### src/rtl/lif_pkg.sv
// Shared types and default constants for the time-multiplexed LIF neuron scheduler.
package lif_pkg;

  typedef enum logic [1:0] {
    IDLE  = 2'd0,
    SWEEP = 2'd1,
    DONE  = 2'd2
  } sched_state_t;

  localparam int LIF_WIDTH         = 8;
  localparam int LIF_THRESHOLD     = 64;
  localparam int LIF_THRESHOLD_INC = 4;
  localparam int LIF_THRESHOLD_DEC = 2;
  localparam int LIF_THRESHOLD_MIN = 32;

  typedef logic [LIF_WIDTH-1:0] lif_state_t;

endpackage

### src/rtl/lif_core.sv
// Combinational single-neuron leak/integrate/fire and adaptive-threshold update.
// LIF_SCHED_REFRACTORY_EN: a neuron that spiked last update skips integration and cannot fire.
module lif_core #(
  parameter int WIDTH_P       = 8,
  parameter int THRESHOLD_INC = 4,
  parameter int THRESHOLD_DEC = 2,
  parameter int THRESHOLD_MIN = 32
) (
  input  logic [WIDTH_P-1:0] s_i,
  input  logic [WIDTH_P-1:0] t_i,
  input  logic               p_i,
  input  logic [WIDTH_P-1:0] c_i,
  output logic [WIDTH_P-1:0] s_nxt_o,
  output logic [WIDTH_P-1:0] t_nxt_o,
  output logic               spike_o
);

  logic [WIDTH_P:0] t_inc;
  assign t_inc = {1'b0, t_i} + (WIDTH_P+1)'(THRESHOLD_INC);

  always_comb begin
    s_nxt_o = (c_i != '0) ? (c_i + (s_i >> 1)) : (s_i - (s_i >> 3));
    spike_o = (s_i >= t_i);
    if (p_i) begin
      t_nxt_o = t_inc[WIDTH_P] ? '1 : t_inc[WIDTH_P-1:0];
    end else if (t_i > WIDTH_P'(THRESHOLD_MIN)) begin
      t_nxt_o = t_i - WIDTH_P'(THRESHOLD_DEC);
    end else begin
      t_nxt_o = t_i;
    end
`ifdef LIF_SCHED_REFRACTORY_EN
    if (p_i) begin
      spike_o = 1'b0;
      s_nxt_o = '0;
    end
`else
`endif
    if (spike_o) s_nxt_o = '0;
  end

endmodule

### src/rtl/lif_scheduler.sv
// Sweeps N_NEURONS LIF neurons through one shared lif_core per tick; N+1 cycles tick-to-done unstalled.
// A held spike event with evt_ready_i low stalls the sweep; LIF_SCHED_REFRACTORY_EN selects refractory mode.
module lif_scheduler
  import lif_pkg::*;
#(
  parameter int N_NEURONS     = 4,
  parameter int WIDTH_P       = LIF_WIDTH,
  parameter int THRESHOLD     = LIF_THRESHOLD,
  parameter int THRESHOLD_INC = LIF_THRESHOLD_INC,
  parameter int THRESHOLD_DEC = LIF_THRESHOLD_DEC,
  parameter int THRESHOLD_MIN = LIF_THRESHOLD_MIN
) (
  input  logic                           clk_i,
  input  logic                           rst_ni,
  input  logic                           tick_i,
  input  logic [N_NEURONS*WIDTH_P-1:0]   current_i,
  output logic                           evt_valid_o,
  input  logic                           evt_ready_i,
  output logic [$clog2(N_NEURONS)-1:0]   evt_id_o,
  output logic [N_NEURONS-1:0]           spike_vec_o,
  output logic                           busy_o,
  output logic                           done_o,
  output logic                           overrun_o
);

  localparam int IDW = $clog2(N_NEURONS);

  sched_state_t                         state_q, state_d;
  logic [IDW-1:0]                       idx_q;
  logic [N_NEURONS-1:0][WIDTH_P-1:0]    cur_q, st_q, thr_q;
  logic [N_NEURONS-1:0]                 spk_q;
  logic                                 evt_vld_q, busy_q, done_q, ovr_q;
  logic [IDW-1:0]                       evt_id_q;
  logic                                 advance, last, spike;
  logic [WIDTH_P-1:0]                   s_nxt, t_nxt;

  // The sweep only holds while an unaccepted event occupies the single event slot.
  assign advance = (state_q == SWEEP) && !(evt_vld_q && !evt_ready_i);
  assign last    = (idx_q == IDW'(N_NEURONS-1));

  lif_core #(
    .WIDTH_P      (WIDTH_P),
    .THRESHOLD_INC(THRESHOLD_INC),
    .THRESHOLD_DEC(THRESHOLD_DEC),
    .THRESHOLD_MIN(THRESHOLD_MIN)
  ) u_core (
    .s_i    (st_q[idx_q]),
    .t_i    (thr_q[idx_q]),
    .p_i    (spk_q[idx_q]),
    .c_i    (cur_q[idx_q]),
    .s_nxt_o(s_nxt),
    .t_nxt_o(t_nxt),
    .spike_o(spike)
  );

  always_comb begin
    state_d = state_q;
    case (state_q)
      IDLE:    if (tick_i) state_d = SWEEP;
      SWEEP:   if (advance && last) state_d = DONE;
      DONE:    state_d = IDLE;
      default: state_d = IDLE;
    endcase
  end

  always_ff @(posedge clk_i or negedge rst_ni) begin
    if (!rst_ni) begin
      state_q   <= IDLE;
      idx_q     <= '0;
      cur_q     <= '0;
      st_q      <= '0;
      thr_q     <= {N_NEURONS{WIDTH_P'(THRESHOLD)}};
      spk_q     <= '0;
      evt_vld_q <= 1'b0;
      evt_id_q  <= '0;
      busy_q    <= 1'b0;
      done_q    <= 1'b0;
      ovr_q     <= 1'b0;
    end else begin
      state_q <= state_d;
      busy_q  <= (state_d != IDLE);
      done_q  <= (state_d == DONE);
      if (tick_i && (state_q != IDLE)) ovr_q <= 1'b1;
      if (tick_i && (state_q == IDLE)) begin
        cur_q <= current_i;
        idx_q <= '0;
      end
      if (advance) begin
        st_q[idx_q]  <= s_nxt;
        thr_q[idx_q] <= t_nxt;
        spk_q[idx_q] <= spike;
        idx_q        <= idx_q + 1'b1;
      end
      // A new spike may overwrite the slot in the same edge the previous event is accepted.
      if (advance && spike) begin
        evt_vld_q <= 1'b1;
        evt_id_q  <= idx_q;
      end else if (evt_ready_i) begin
        evt_vld_q <= 1'b0;
      end
    end
  end

  assign evt_valid_o = evt_vld_q;
  assign evt_id_o    = evt_id_q;
  assign spike_vec_o = spk_q;
  assign busy_o      = busy_q;
  assign done_o      = done_q;
  assign overrun_o   = ovr_q;

endmodule
### config.mk
export PLATFORM = sky130hd
export DESIGN_NAME = lif_scheduler
export DESIGN_NICKNAME = d
export VERILOG_FILES = /design/src/rtl/lif_pkg.sv /design/src/rtl/lif_core.sv /design/src/rtl/lif_scheduler.sv
export SDC_FILE = /design/constraint.sdc
export NUM_CORES = 1
export LEC_CHECK = 0
export ABC_AREA = 1
export ABC_CLOCK_PERIOD_IN_PS = 4100
export BUFFER_PORTS_ARGS = -buffer_cell sky130_fd_sc_hd__buf_2
export CAP_MARGIN = 15
export CORE_MARGIN = 1
export CORE_UTILIZATION = 60
export CTS_CLUSTER_SIZE = 8
export DETAILED_ROUTE_END_ITERATION = 12
export GPL_ROUTABILITY_DRIVEN = 0
export PLACE_DENSITY = 0.79
export SKIP_CTS_REPAIR_TIMING = 1
export SLEW_MARGIN = 20
export SYNTH_ARGS = -nofsm -noshare
export SYNTH_HDL_FRONTEND = slang
export SYNTH_SLANG_ARGS = --single-unit
export TNS_END_PERCENT = 50
### constraint.sdc
create_clock -name clk_i -period 4.1 [get_ports clk_i]
set_clock_uncertainty 0.2 [all_clocks]
set_input_delay 0 -clock clk_i [delete_from_list [all_inputs] [get_ports clk_i]]
set_output_delay 0 -clock clk_i [all_outputs]
set_load 0.005 [all_outputs]
==> results.md <==
- Setup repair after global routing left no endpoint under its margin.
- In the layout the commonest cells are sky130_fd_sc_hd__nand2_1 (296), sky130_fd_sc_hd__dfrtp_1 (105), sky130_fd_sc_hd__nand3_1 (61).
- The number of top-level pins is 46.
- The most used flip-flop cell after synthesis is sky130_fd_sc_hd__dfrtp_1.
- Wires add up to about 16000 um.
- The flop and latch count out of synthesis is between 100 and 150.
- The clock sink count is 110.
- The maximum number of pins on one net before global-route repair is between 70 and 80.
- After synthesis, the cell types taking the most area are sky130_fd_sc_hd__dfrtp_1 (42%), sky130_fd_sc_hd__nand2_1 (18%), sky130_fd_sc_hd__mux2_2 (5.7%).
- The longest clock path from root to sink contains 2 buffers.
- The number of placed instances, taps included, is 927.
- Max-cap violations in this run came to 0.
- The die is 104.4 um wide.
- The final number of max-transition violations came to 0.
- Synthesis handed over a netlist of 765 instances.
- During placement, the flow inserted port buffers numbering between 40 and 50.
- After detailed routing, the average wire length per cell comes to 16.39 um.
- In the global route stage, overall resource usage came out at 0.2943.
- The die outline area is 10890 sq um.
- For this block, the initial DRC count from the detailed router was ~480.
- The most common library cell in the layout ignoring fill and taps is sky130_fd_sc_hd__nand2_1.
- The worst pin sits at a relative slew slack of 0.3599.
- Yosys mapped a number of flops with a built-in enable equal to 0.
- The global route total overflow is 0.
- Yosys printed 0 warnings.
- The post-synthesis cell type count is 45.
- The total area of multi-input combinational cells is 3142 sq um.
- The clock slew seen by the registers of the worst setup and hold paths is 0.11 ns.
- The area share of the largest cell type after synthesis is 0.4218.
- At the pin with the least slew margin, the transition time is 0.9601 ns.
- The H-tree depth reported by CTS is 3.
- The root cell of the clock tree is sky130_fd_sc_hd__clkbuf_8.
- The share of the core filled with cells in the final layout is 0.6990.
- The number of clock buffers inserted by TritonCTS is 9.
- The first-pass GRT wire length is 25110 um.
- The net count after synthesis is 830.
- The clock latency at the later pin of the worst-skew pair is 0.41 ns.
- By startpoint and endpoint, the worst setup path is classified as reg -> reg.
- 0 antenna diodes ended up in the layout.
- In this run the worst path has a maximum fanout of 54.
- The routed layout has 5542 vias.
- STA puts the critical path data arrival time at between 3 and 4 ns.
- After filler insertion, the fill cell instance count of the layout stands at a little under 800.
- The initial antenna violation count is 0.
- The initial utilization of the core area, before any placement, comes to 0.6147.
- Across the whole layout, storage elements account for ~2800 sq um.
- Of all flip-flops after synthesis, the portion carrying an async set or reset was 1.000.
- The per-cell via count in the routed design is 5.667.
- The timing-limited maximum frequency is 281.1 MHz.
- For the finished layout, the period the worst path requires is about 3.6 ns.
- In this run the worst hold path is classified as in -> async.
- The worst hold margin is around 0.040 ns.
- The detailed-placement wirelength estimate is 9975 um.
- Before antenna repair, the detailed router went through 7 iterations.
- The type of destination of the critical path is a register.
- Leaving out filler cells and counting taps, the final layout contains around 980.
- In the routed design, unresolved DRC markers number 0.
- The final count of hold timing violations is 0.
- TritonCTS built the clock tree.
- The vertical extent of the die is 104.4 um.
- The average size of a mapped cell is a little over 8 sq um.
- Of the cells placed in the final design, the portion with a size suffix greater than 1 is 0.1758.
- The worst setup path is launched from a register.
- The number of endpoints failing setup at the final stage is 0.
- The placeable core region is 10230 sq um.
- The total negative slack is 0 ns.
- The layout overhead on the synthesized area is 13.73%.
- The required time of the critical path is 4.24 ns.
- In this run the cell area of the synthesized design comes to approximately 6300 sq um.
- The floorplan has 37 rows.
- The flow ran to the end, and the final reports show no timing, DRC or antenna violations.
- The share of the Yosys chip area taken by registers is 0.4385.
- The count of nets left with antenna violations once routing finished came out at 0.
- At the end of the flow, the number of nets in the layout was between 900 and 1000.
- In the finished design, the share of the clock period the worst path needs comes to 0.8676.
- The via count of the first global-routing pass is 5292.
- Summed over all instances, the cell type with the most area after synthesis is sky130_fd_sc_hd__dfrtp_1.
==> Yosys cell counts (3+ instances only) <==
master                     count
sky130_fd_sc_hd__inv_1        36
sky130_fd_sc_hd__a21oi_1      17
sky130_fd_sc_hd__buf_2         4
sky130_fd_sc_hd__nand3_1      61
sky130_fd_sc_hd__buf_6         9
sky130_fd_sc_hd__dfrtp_1     106
sky130_fd_sc_hd__o21ai_1      36
sky130_fd_sc_hd__xnor2_1       6
sky130_fd_sc_hd__nand4_1       8
sky130_fd_sc_hd__o211ai_2      3
sky130_fd_sc_hd__nand3_2       3
sky130_fd_sc_hd__clkbuf_1     11
sky130_fd_sc_hd__o211ai_1      3
sky130_fd_sc_hd__nand2_2      11
sky130_fd_sc_hd__nand2_1     296
sky130_fd_sc_hd__inv_2         6
sky130_fd_sc_hd__ha_1         27
sky130_fd_sc_hd__buf_1         3
sky130_fd_sc_hd__mux2_2       32
sky130_fd_sc_hd__dfstp_2       4
sky130_fd_sc_hd__o21ai_0      18
sky130_fd_sc_hd__clkinv_1      5
sky130_fd_sc_hd__nor2_2        3
sky130_fd_sc_hd__nand2_4       4
sky130_fd_sc_hd__o22ai_1       3
sky130_fd_sc_hd__xor2_1        5
sky130_fd_sc_hd__nor2_1       20
==> state kept, by name (all words and copies together), names as in the netlist, 2 cells and up <==
signal       flops
cur_q           32
spike_vec_o      4
idx_q            2
thr_q           32
st_q            32
evt_id_o         2
state_q          2
==> cells by family after synthesis <==
group,after synthesis,share of synthesized area
AND/OR/NAND/NOR,412,0.2795
flip-flops,110,0.4385
AO/OA/AOI/OAI,93,0.08735
buffers and inverters,78,0.06188
multiplexers,32,0.05730
adder cells (fa/ha/maj),29,0.06009
XOR/XNOR,11,0.01532
==> final timing paths <==
| kind | from | endpoint | slack [ns] | cells past startpoint |
|---|---|---|---|---|
| setup / recovery | idx_q[0]$_DFFE_PN0P_ | st_q[30]$_DFFE_PN0P_ | 0.54 | 14 |
| hold / removal | rst_ni | evt_valid_o$_DFFE_PN0P_ | 0.04 | 2 |
| setup reg to reg | idx_q[0]$_DFFE_PN0P_ | st_q[30]$_DFFE_PN0P_ | 0.54 | 14 |
| hold reg to reg | thr_q[22]$_DFFE_PN1P_ | thr_q[22]$_DFFE_PN1P_ | 0.27 | 2 |
| max in group asynchronous | rst_ni | thr_q[14]$_DFFE_PN1P_ | 2.54 | 3 |
| min in group clk_i | current_i[17] | cur_q[17]$_DFFE_PN0P_ | 0.16 | 3 |
==> layer usage <==
layer  wire [um]  vias up  global-route usage  part of all wire
met5           0        -                   0                 0
li1            -     2633                   -                 -
met3        1019       44             0.05326             0.064
met1        6714     2649              0.3894              0.42
met2        7825      216              0.4745              0.49
met4         469        0              0.1276             0.029
==> critical path: stages (launching register included) <==
cell	delay (ns)
sky130_fd_sc_hd__dfrtp_2	0.67
sky130_fd_sc_hd__inv_8	0.38
sky130_fd_sc_hd__o21ai_0	0.13
sky130_fd_sc_hd__o22ai_1	0.46
sky130_fd_sc_hd__ha_1	0.27
sky130_fd_sc_hd__inv_1	0.08
sky130_fd_sc_hd__fa_1	0.41
sky130_fd_sc_hd__nand3_1	0.09
sky130_fd_sc_hd__nand2_1	0.08
sky130_fd_sc_hd__nand2_1	0.07
sky130_fd_sc_hd__nand3b_1	0.09
sky130_fd_sc_hd__xor2_1	0.16
sky130_fd_sc_hd__nand2_1	0.10
sky130_fd_sc_hd__nand3_2	0.12
sky130_fd_sc_hd__o21ai_1	0.14
==> area by class of cell <==
class,count,area share
Tap cell,136,0.02379
Timing Repair Buffer,89,0.09027
Multi-Input combinational cell,577,0.4393
Clock buffer,10,0.01924
Clock inverter,6,0.01365
Sequential cell,110,0.3858
Inverter,50,0.02799
==> through the flow <==
step                worst slack [ns]  instance area (sq um)
finish                        0.5427                   7152
global route                  0.3292                   7152
detailed placement            0.6694                   6566
global placement              0.7667                   6566
CTS                           0.6263                   6802
floorplan                      1.010                   6289
Power is not shown: default switching activity piles up to over one toggle a cycle in this logic, so the estimate is an artifact.
